### src/rtl/ahb_burst_sequencer.sv
// rtl/ahb_burst_sequencer.sv - AHB-Lite master burst sequencer
// Expands one command into a pipelined AHB-Lite burst with wait, wrap, 1 KB split and ERROR handling.
module ahb_burst_sequencer #(
    parameter int DATAWIDTH = 32,
    parameter int ADDRWIDTH = 32
) (
    input  logic                 HCLK,
    input  logic                 HRESET,
    input  logic                 cmd_valid,
    output logic                 cmd_ready,
    input  logic [ADDRWIDTH-1:0] cmd_addr,
    input  logic [2:0]           cmd_burst,
    input  logic [2:0]           cmd_size,
    input  logic                 cmd_write,
    input  logic [4:0]           cmd_len,
    input  logic [DATAWIDTH-1:0] wr_data,
    output logic                 wr_data_ack,
    output logic [DATAWIDTH-1:0] rd_data,
    output logic                 rd_valid,
    output logic                 done,
    output logic                 err,
    output logic [ADDRWIDTH-1:0] HADDR,
    output logic [1:0]           HTRANS,
    output logic [2:0]           HBURST,
    output logic [2:0]           HSIZE,
    output logic                 HWRITE,
    output logic [DATAWIDTH-1:0] HWDATA,
    input  logic [DATAWIDTH-1:0] HRDATA,
    input  logic                 HREADY,
    input  logic                 HRESP
);
    localparam logic [1:0] TR_IDLE   = 2'b00;
    localparam logic [1:0] TR_NONSEQ = 2'b10;
    localparam logic [1:0] TR_SEQ    = 2'b11;

    typedef enum logic [2:0] {S_IDLE, S_ADDR, S_BURST, S_LAST, S_ERR2} state_t;

    state_t                 state_q, state_d;
    logic [ADDRWIDTH-1:0]   haddr_q, haddr_d;
    logic [1:0]             htrans_q, htrans_d;
    logic [2:0]             hburst_q, hburst_d;
    logic [2:0]             hsize_q, hsize_d;
    logic                   hwrite_q, hwrite_d;
    logic [DATAWIDTH-1:0]   hwdata_q, hwdata_d;
    logic [DATAWIDTH-1:0]   rd_data_q, rd_data_d;
    logic                   rd_valid_q, rd_valid_d;
    logic                   done_q, done_d;
    logic                   err_q, err_d;
    logic                   wrap_q, wrap_d;
    logic [6:0]             wrap_mask_q, wrap_mask_d;
    logic [4:0]             beats_left_q, beats_left_d;

    logic [1:0]             size_c;
    logic [4:0]             beats_c;
    logic [ADDRWIDTH-1:0]   lsb_mask_c, addr_al_c;
    logic [6:0]             span_c;
    logic                   wrap_c, fixed_c, crosses_c;
    logic [ADDRWIDTH-1:0]   inc_addr_c, mask_ext_c, next_addr_c;
    logic [1:0]             next_trans_c;
    logic                   advance;

    // Command decode: clamp size, derive beat count, align address, detect 1 KB crossing.
    always_comb begin
        size_c = (cmd_size > 3'd2) ? 2'd2 : cmd_size[1:0];
        case (cmd_burst)
            3'b000:         beats_c = 5'd1;
            3'b001:         beats_c = (cmd_len == 5'd0) ? 5'd1 : (cmd_len > 5'd16) ? 5'd16 : cmd_len;
            3'b010, 3'b011: beats_c = 5'd4;
            3'b100, 3'b101: beats_c = 5'd8;
            default:        beats_c = 5'd16;
        endcase
        lsb_mask_c      = '0;
        lsb_mask_c[1:0] = (size_c == 2'd2) ? 2'b11 : (size_c == 2'd1) ? 2'b01 : 2'b00;
        addr_al_c       = cmd_addr & ~lsb_mask_c;
        span_c          = {2'b00, beats_c} << size_c;
        wrap_c          = ~cmd_burst[0] & |cmd_burst[2:1];
        fixed_c         = cmd_burst[0] & |cmd_burst[2:1];
        crosses_c       = ({1'b0, addr_al_c[9:0]} + {4'b0000, span_c}) > 11'd1024;
    end

    // Wrapping beats keep the bits above the wrap window; incrementing beats landing on 1 KB restart as NONSEQ.
    always_comb begin
        inc_addr_c   = haddr_q + (ADDRWIDTH'(1) << hsize_q);
        mask_ext_c   = {{(ADDRWIDTH-7){1'b0}}, wrap_mask_q};
        next_addr_c  = wrap_q ? ((haddr_q & ~mask_ext_c) | (inc_addr_c & mask_ext_c)) : inc_addr_c;
        next_trans_c = (!wrap_q && next_addr_c[9:0] == 10'd0) ? TR_NONSEQ : TR_SEQ;
    end

    always_comb begin
        state_d      = state_q;
        haddr_d      = haddr_q;
        htrans_d     = htrans_q;
        hburst_d     = hburst_q;
        hsize_d      = hsize_q;
        hwrite_d     = hwrite_q;
        hwdata_d     = hwdata_q;
        rd_data_d    = rd_data_q;
        rd_valid_d   = 1'b0;
        done_d       = 1'b0;
        err_d        = 1'b0;
        wrap_d       = wrap_q;
        wrap_mask_d  = wrap_mask_q;
        beats_left_d = beats_left_q;
        advance      = 1'b0;

        case (state_q)
            S_IDLE: begin
                if (cmd_valid) begin
                    haddr_d      = addr_al_c;
                    htrans_d     = TR_NONSEQ;
                    hburst_d     = (fixed_c && crosses_c) ? 3'b001 : cmd_burst;
                    hsize_d      = {1'b0, size_c};
                    hwrite_d     = cmd_write;
                    wrap_d       = wrap_c;
                    wrap_mask_d  = span_c - 7'd1;
                    beats_left_d = beats_c - 5'd1;
                    state_d      = S_ADDR;
                end
            end
            S_ADDR: begin
                advance = HREADY;
            end
            S_BURST, S_LAST: begin
                if (HRESP) begin
                    htrans_d = TR_IDLE;
                    if (HREADY) begin
                        err_d   = 1'b1;
                        state_d = S_IDLE;
                    end else begin
                        state_d = S_ERR2;
                    end
                end else if (HREADY) begin
                    if (!hwrite_q) begin
                        rd_data_d  = HRDATA;
                        rd_valid_d = 1'b1;
                    end
                    if (state_q == S_LAST) begin
                        done_d  = 1'b1;
                        state_d = S_IDLE;
                    end else begin
                        advance = 1'b1;
                    end
                end
            end
            S_ERR2: begin
                if (HREADY) begin
                    err_d   = 1'b1;
                    state_d = S_IDLE;
                end
            end
            default: state_d = S_IDLE;
        endcase

        if (advance) begin
            if (hwrite_q) hwdata_d = wr_data;
            if (beats_left_q == 5'd0) begin
                htrans_d = TR_IDLE;
                state_d  = S_LAST;
            end else begin
                haddr_d      = next_addr_c;
                htrans_d     = next_trans_c;
                beats_left_d = beats_left_q - 5'd1;
                state_d      = S_BURST;
            end
        end
    end

    always_ff @(posedge HCLK) begin
        if (HRESET) begin
            state_q      <= S_IDLE;
            haddr_q      <= '0;
            htrans_q     <= TR_IDLE;
            hburst_q     <= 3'b000;
            hsize_q      <= 3'b000;
            hwrite_q     <= 1'b0;
            hwdata_q     <= '0;
            rd_data_q    <= '0;
            rd_valid_q   <= 1'b0;
            done_q       <= 1'b0;
            err_q        <= 1'b0;
            wrap_q       <= 1'b0;
            wrap_mask_q  <= '0;
            beats_left_q <= '0;
        end else begin
            state_q      <= state_d;
            haddr_q      <= haddr_d;
            htrans_q     <= htrans_d;
            hburst_q     <= hburst_d;
            hsize_q      <= hsize_d;
            hwrite_q     <= hwrite_d;
            hwdata_q     <= hwdata_d;
            rd_data_q    <= rd_data_d;
            rd_valid_q   <= rd_valid_d;
            done_q       <= done_d;
            err_q        <= err_d;
            wrap_q       <= wrap_d;
            wrap_mask_q  <= wrap_mask_d;
            beats_left_q <= beats_left_d;
        end
    end

    assign cmd_ready   = (state_q == S_IDLE);
    assign wr_data_ack = hwrite_q && HREADY && !HRESP && !HRESET && (htrans_q != TR_IDLE);
    assign rd_data     = rd_data_q;
    assign rd_valid    = rd_valid_q;
    assign done        = done_q;
    assign err         = err_q;
    assign HADDR       = haddr_q;
    assign HTRANS      = htrans_q;
    assign HBURST      = hburst_q;
    assign HSIZE       = hsize_q;
    assign HWRITE      = hwrite_q;
    assign HWDATA      = hwdata_q;
endmodule
### config.mk
export PLATFORM = sky130hd
export DESIGN_NAME = ahb_burst_sequencer
export DESIGN_NICKNAME = d
export VERILOG_FILES = /design/src/rtl/ahb_burst_sequencer.sv
export SDC_FILE = /design/constraint.sdc
export NUM_CORES = 1
export LEC_CHECK = 0
export CAP_MARGIN = 20
export CORE_UTILIZATION = 45
export DETAILED_ROUTE_END_ITERATION = 8
export HOLD_SLACK_MARGIN = 0.08
export PLACE_DENSITY = 0.8
export SETUP_SLACK_MARGIN = 0.4
export SYNTH_ARGS = -nofsm -noshare
export SYNTH_HDL_FRONTEND = slang
export SYNTH_SLANG_ARGS = --single-unit
### constraint.sdc
create_clock -name HCLK -period 4.85 [get_ports HCLK]
set_input_delay 0.97 -clock HCLK [delete_from_list [all_inputs] [get_ports HCLK]]
set_output_delay 0.97 -clock HCLK [all_outputs]
set_load 0.1 [all_outputs]
; Word level (Yosys, flattened, before mapping)
; Index checks and enable logic that the tools add are counted.
[totals]
in_bits = 113
out_inout_bits = 110
elab_cells = 120
reg_bits = 123
[classes]
n_addsub = 5
n_eq_ne = 17
shifts = 2
n_bitwise = 13
muxes = 40
reduce_logical = 26
magnitude_cmp = 3
[ops]
columns = op, count
row1 = 32-bit 2-to-1 mux, 5
row2 = 32-bit bitwise AND, 2
row3 = 32-bit adder, 1
row4 = 32-bit by 7-bit bitwise AND with 32-bit output, 1
row5 = 2-bit inverter with 32-bit output, 1
row6 = 7-bit inverter with 32-bit output, 1
row7 = 32-bit OR, 1
row8 = "1-bit by 2-bit left shift with 32-bit output, first input constant", 1
row9 = 5-bit 2-to-1 mux, 6
row10 = 3-bit 2-to-1 mux, 8
row11 = 5-bit case mux with 4 select lines, 1
row12 = "3-bit by 2-bit == test with 1-bit output, second input constant", 4
row13 = 2-bit 2-to-1 mux, 6
row14 = 3-bit case mux with 4 select lines, 1
row15 = 10-bit by 7-bit adder with 11-bit output, 1
row16 = "11-bit greater-than comparator, second input constant", 1
row17 = 10-bit logical NOT, 1
row18 = 5-bit logical NOT, 2
row19 = 1-bit 2-to-1 mux, 10
row20 = "5-bit by 1-bit subtractor with 5-bit output, second input constant", 2
row21 = "3-bit == test, second input constant", 3
row22 = "4-bit inequality test, second input constant", 2
row23 = 2-bit OR reduction, 4
row24 = 5-bit by 2-bit left shift with 7-bit output, 1
row25 = other kinds (23), 40

; Longest topological paths before layout
[logic_depth]
ltp_word = 11
depth_mapped = 14
ltp_nobuf = 13

; Worst setup path before layout
; No wires, ideal clock.
[synth_timing]
path_kind = input to output
startpoint = in HRESET
endpoint = out wr_data_ack
stages = 3
path_slack_ns = -0.524
required_time_ns = 3.880
arrival_ns = 4.404
n_path_buf = 1
path_cell_list = clkbuf_1 -> nand2b_1 -> nor4b_1
[synth_between]
elab_chain_cells = 3
[synth_lines]
columns = item, line_no
row1 = from (decl), 8  ; input logic HRESET,
row2 = 1-bit logical NOT, 203  ; assign wr_data_ack = hwrite_q && HREADY && !HRESP && !HRESET && (htrans_q != TR_IDLE);
row3 = 1-bit logical AND (2 in a row), 203
row4 = to (decl), 17  ; output logic wr_data_ack,
; No other way between the ends.

; Final worst setup path
[layout_timing]
startpoint = in cmd_len[1]
endpoint = reg hburst_q[1], in the netlist HBURST[1]
[layout_between]
elab_chain_cells = 9
word_cells_on_any_way = 10
cone_classes = 1 x add/sub / 2 x order compare / 1 x shift / 4 x mux / 2 x reduce/logical
[layout_lines]
columns = item, line_no
row1 = from (decl), 15  ; input logic [4:0] cmd_len,
row2 = 5-bit greater-than comparator, 67  ; 3'b001: beats_c = (cmd_len == 5'd0) ? 5'd1 : (cmd_len > 5'd16) ? 5'd16 : cmd_len;
row3 = 5-bit 2-to-1 mux, 67
row4 = 5-bit 2-to-1 mux *, 67
row5 = 5-bit case mux with 4 select lines *, 65  ; case (cmd_burst)
row6 = 5-bit by 2-bit left shift with 7-bit output *, 75  ; span_c = {2'b00, beats_c} << size_c;
row7 = 10-bit by 7-bit adder with 11-bit output *, 78  ; crosses_c = ({1'b0, addr_al_c[9:0]} + {4'b0000, span_c}) > 11'd1024;
row8 = 11-bit greater-than comparator *, 78
row9 = 1-bit logical AND *, 111  ; hburst_d = (fixed_c && crosses_c) ? 3'b001 : cmd_burst;
row10 = 3-bit 2-to-1 mux *, 111
row11 = to (signal assigned), 188  ; hburst_q <= hburst_d;
row12 = to (decl), 41  ; logic [2:0] hburst_q, hburst_d;
; Every way passes the cells marked *; elsewhere a longest branch is shown, timed or not.
; A chain may end at the register's enable or synchronous reset.

==> results.cfg <==
[logic_synthesis]
synth_nets = 949
synthCells = 818
yosysTopAreaCell = dfxtp_1
ys_top_cells_by_area = dfxtp_1, nand2_1, a21oi_1
ys_ff_latch = 123
synth_cell_types = 66
ys_seq_area_share_pct = 39.7
syn_avg_cell_area_sq_um = 7.58
synthArstFlopShare_pct = 0
synthFlopType = dfxtp_1
ys_warn_count = 0
synth_top_area_share_pct = 39.7
synth_edf_count = 0
syn_area_sq_mm = 0.00620

[cells_and_area]
stdcell_area_sq_mm = 0.00921
multi_input_area_sq_mm = 0.00349
nFillCells = 1115
fin_util_pct = 69.0
area_growth_pct = 48.5
n_antenna_cell = 0
final_cells = 1210
drive_above_1_share_pct = 6.29
seq_area_sq_mm = 0.00246
nets = 1152

[critical_path]
r2r_start = HSIZE[1]
timing.critical_path.mode_cell = inv_1
path_max_fanout = 4
crit_path_cell_trace = clkdlybuf4s50_1 > or4_1 > a31oi_1 > inv_1 > nor3_2 > ha_1 > inv_1 > fa_1 > and3b_1 > o21a_1 > o31a_1 > a21oi_1 > o32ai_2 > a22o_1
end_kind = flip-flop
critPathSlowestCell = or4_1
rr_worst_depth = 11
cp.required_ns = 5.21
regToRegSetupSlack_ns = 1.93
reg2reg_to = HADDR[30]
cp.arrival_ns = 4.43
critPathMaxStageDelay_ns = 0.55
start_kind = input port
crit_type = in -> reg

[floorplan]
row_count = 42
die_y_um = 119
coreArea_sq_mm = 0.0133
fp.dieArea_sq_mm = 0.0143
dieWidth_um = 119
start_util_pct = 46.4
io_pins = 223

[cts]
cts_tree = yes
clockBufferDepth = 2
clock_latency_ns = 0.42
ctsHoldBuffers = 0
clock-sinks = 123
cts_buffers = 17
cts-root-buf = clkbuf_16
clkTransAtPathRegs_ns = 0.05
h-tree-depth = 4

[power_and_ir_drop]
p_leak_nw = 3.27
peakVddDrop_uv = 345
p_per_area_mw_per_mm2 = 460

[min_path]
whs_path_depth = 2
worstHoldPathType = reg -> reg
holdPathEnd = HBURST[0]
min-delay-start = HBURST[0]

[placement]
gp_congestion = 0.872
place.port_buffers = 221
dpl.cell_count = 1178
dpl.hpwl_um = 13700
dpl_cell_area_sq_mm = 0.00857

[route]
viasPerCell = 5.47
drt-total-wl_um = 19300
ant_nets = 0
firstDrtPassIters = 6
wire_per_inst_um = 16.0
routed-via-count = 6616
drcViolationCount = 0
drtIter0Drc = 466

[timing]
slew_headroom_pct = 30.4
finalCriticalPeriod_ns = 4.08
rsz0062_at_grt = false
fin_crit_sh_pct = 84.1
fin_setup_tns_ns = 0
slew_viol_final = 0
max_clock_freq_mhz = 245
worstMarginPinSlew_ns = 1.04
setup_viol_count_final = 0
timing.hold.ws_ns = 0.450
finalHoldViolations = 0
fin_worst_skew_ns = 0.00584

[global_route]
grt_usage_pct = 27.2
grt_max_degree = 65
antenna_found_initial = 0
grt_first_pass_wirelength_um = 30800
grt_pass1_vias = 6252
grt.overflow.total = 0

[outcome]
status = complete, no violations

[job]
drv_cap = 0
==> cells in the final DEF (no fill, tap or decap), drive strengths merged, types with 4 or more instances in the layout <==
cell and instances:
o22ai 5, clkbuf 21, a21oi 99, dfxtp 123, buf 15, o211ai 17, clkinvlp 5, or4 5
inv 22, nor3 16, bufinv 4, nand3 17, o21ai 26, a211oi 13, o21a 7, and3 7
a21o 5, xnor2 7, or3 6, nand2 188, xor2 6, clkdlybuf4s50 219, nand2b 12, a31oi 21
nor2b 7, nand4 12, ha 16, nor4 9, and2 5, nor2 61, and3b 4
==> logic make-up (layout without fill, tap and decap cells) <==
kind of cell    after synthesis  in the layout  synth area share [%]
compound gates              227            227                  22.4
xor+xnor                     13             13                  1.84
fa+ha+maj                    18             18                  3.87
buf+inv                      72            288                  4.48
flops                       123            123                  39.7
mux                           6              6                  1.03
other cells                   1              1                0.0605
simple gates                358            358                  26.6
==> synthesized netlist by cell type (4+ instances only) <==
cell,number
nand2_1,188
dfxtp_1,123
a21oi_1,99
nor2_1,61
clkbuf_1,46
o21ai_0,25
inv_1,22
a31oi_1,21
nand3_1,17
o211ai_1,17
ha_1,16
nor3_1,15
a211oi_1,13
nand2b_1,12
nand4_1,11
nor4_1,8
nor2b_1,7
o21a_1,7
xnor2_1,7
and3_1,6
xor2_1,6
a21o_1,5
and2_1,5
o22ai_1,5
or3_1,5
and3b_1,4
==> through the flow <==
step	setup slack, ns	power (mW)
final	0.773	4.24
after CTS	0.600	4.25
after global placement	0.235	2.89
after floorplan	0.863	2.45
after detailed placement	0.150	2.91
after global routing	0.451	4.42
==> state kept, by name, summed over array words and instances (netlist names) <==
signal / count
HADDR: 32
HWDATA: 32
rd_data: 32
wrap_mask_q: 7
beats_left_q: 5
HBURST: 3
state_q: 3
HSIZE: 2
HTRANS: 2
HWRITE: 1
done: 1
err: 1
rd_valid: 1
wrap_q: 1
==> power breakdown <==
| part | switching [mW] | total, mW | internal (mW) |
|---|---|---|---|
| registers | 0.139 | 1.27 | 1.13 |
| clock network | 0.457 | 1.34 | 0.884 |
| logic | 1.14 | 1.63 | 0.485 |
==> worst max-delay path by stage <==
stage / from / end / cells past startpoint / slack [ns]
floorplan: HRESET / wr_data_ack / 3 / 0.86
finish: cmd_len[1] / HBURST[1] / 14 / 0.77
detailed placement: cmd_len[4] / HBURST[1] / 14 / 0.15
global route: cmd_len[4] / HBURST[1] / 14 / 0.45
global placement: cmd_len[4] / HBURST[1] / 14 / 0.24
CTS: cmd_len[4] / HBURST[1] / 14 / 0.60
==> timing repair <==
action,CTS,global route
resized for setup,0,2
setup endpoints to repair,0,2
buffers inserted,0,0
endpoints found under the hold margin,0,0
==> final cells by class <==
cell class | count | share of cell area, %
clock inverters | 11 | 1.82
well taps | 176 | 2.39
flip-flops and latches | 123 | 26.7
repair buffers | 234 | 25.2
multi-input cells | 623 | 37.9
inverters | 22 | 0.897
clock buffers | 21 | 5.00
==> layer usage <==
layer  global-route usage (%)  vias to the layer above  wire length, um  part of all wire, %
met5                        0                        -                0                    0
met3                     5.99                       48             1170                  6.0
met2                     45.9                      238             9470                   49
met1                     32.5                     3022             8030                   42
met4                     13.5                        0              661                  3.4
li1                         -                     3308                -                    -
==> critical path: cells and delay by family <==
kind                     cells  cell delay, ns
AO/OA/AOI/OAI                6            1.21
adder cells (fa/ha/maj)      2            0.60
AND/OR/NAND/NOR              3            1.01
buffers and inverters        3            0.64
(Power assumes the default switching activity.)
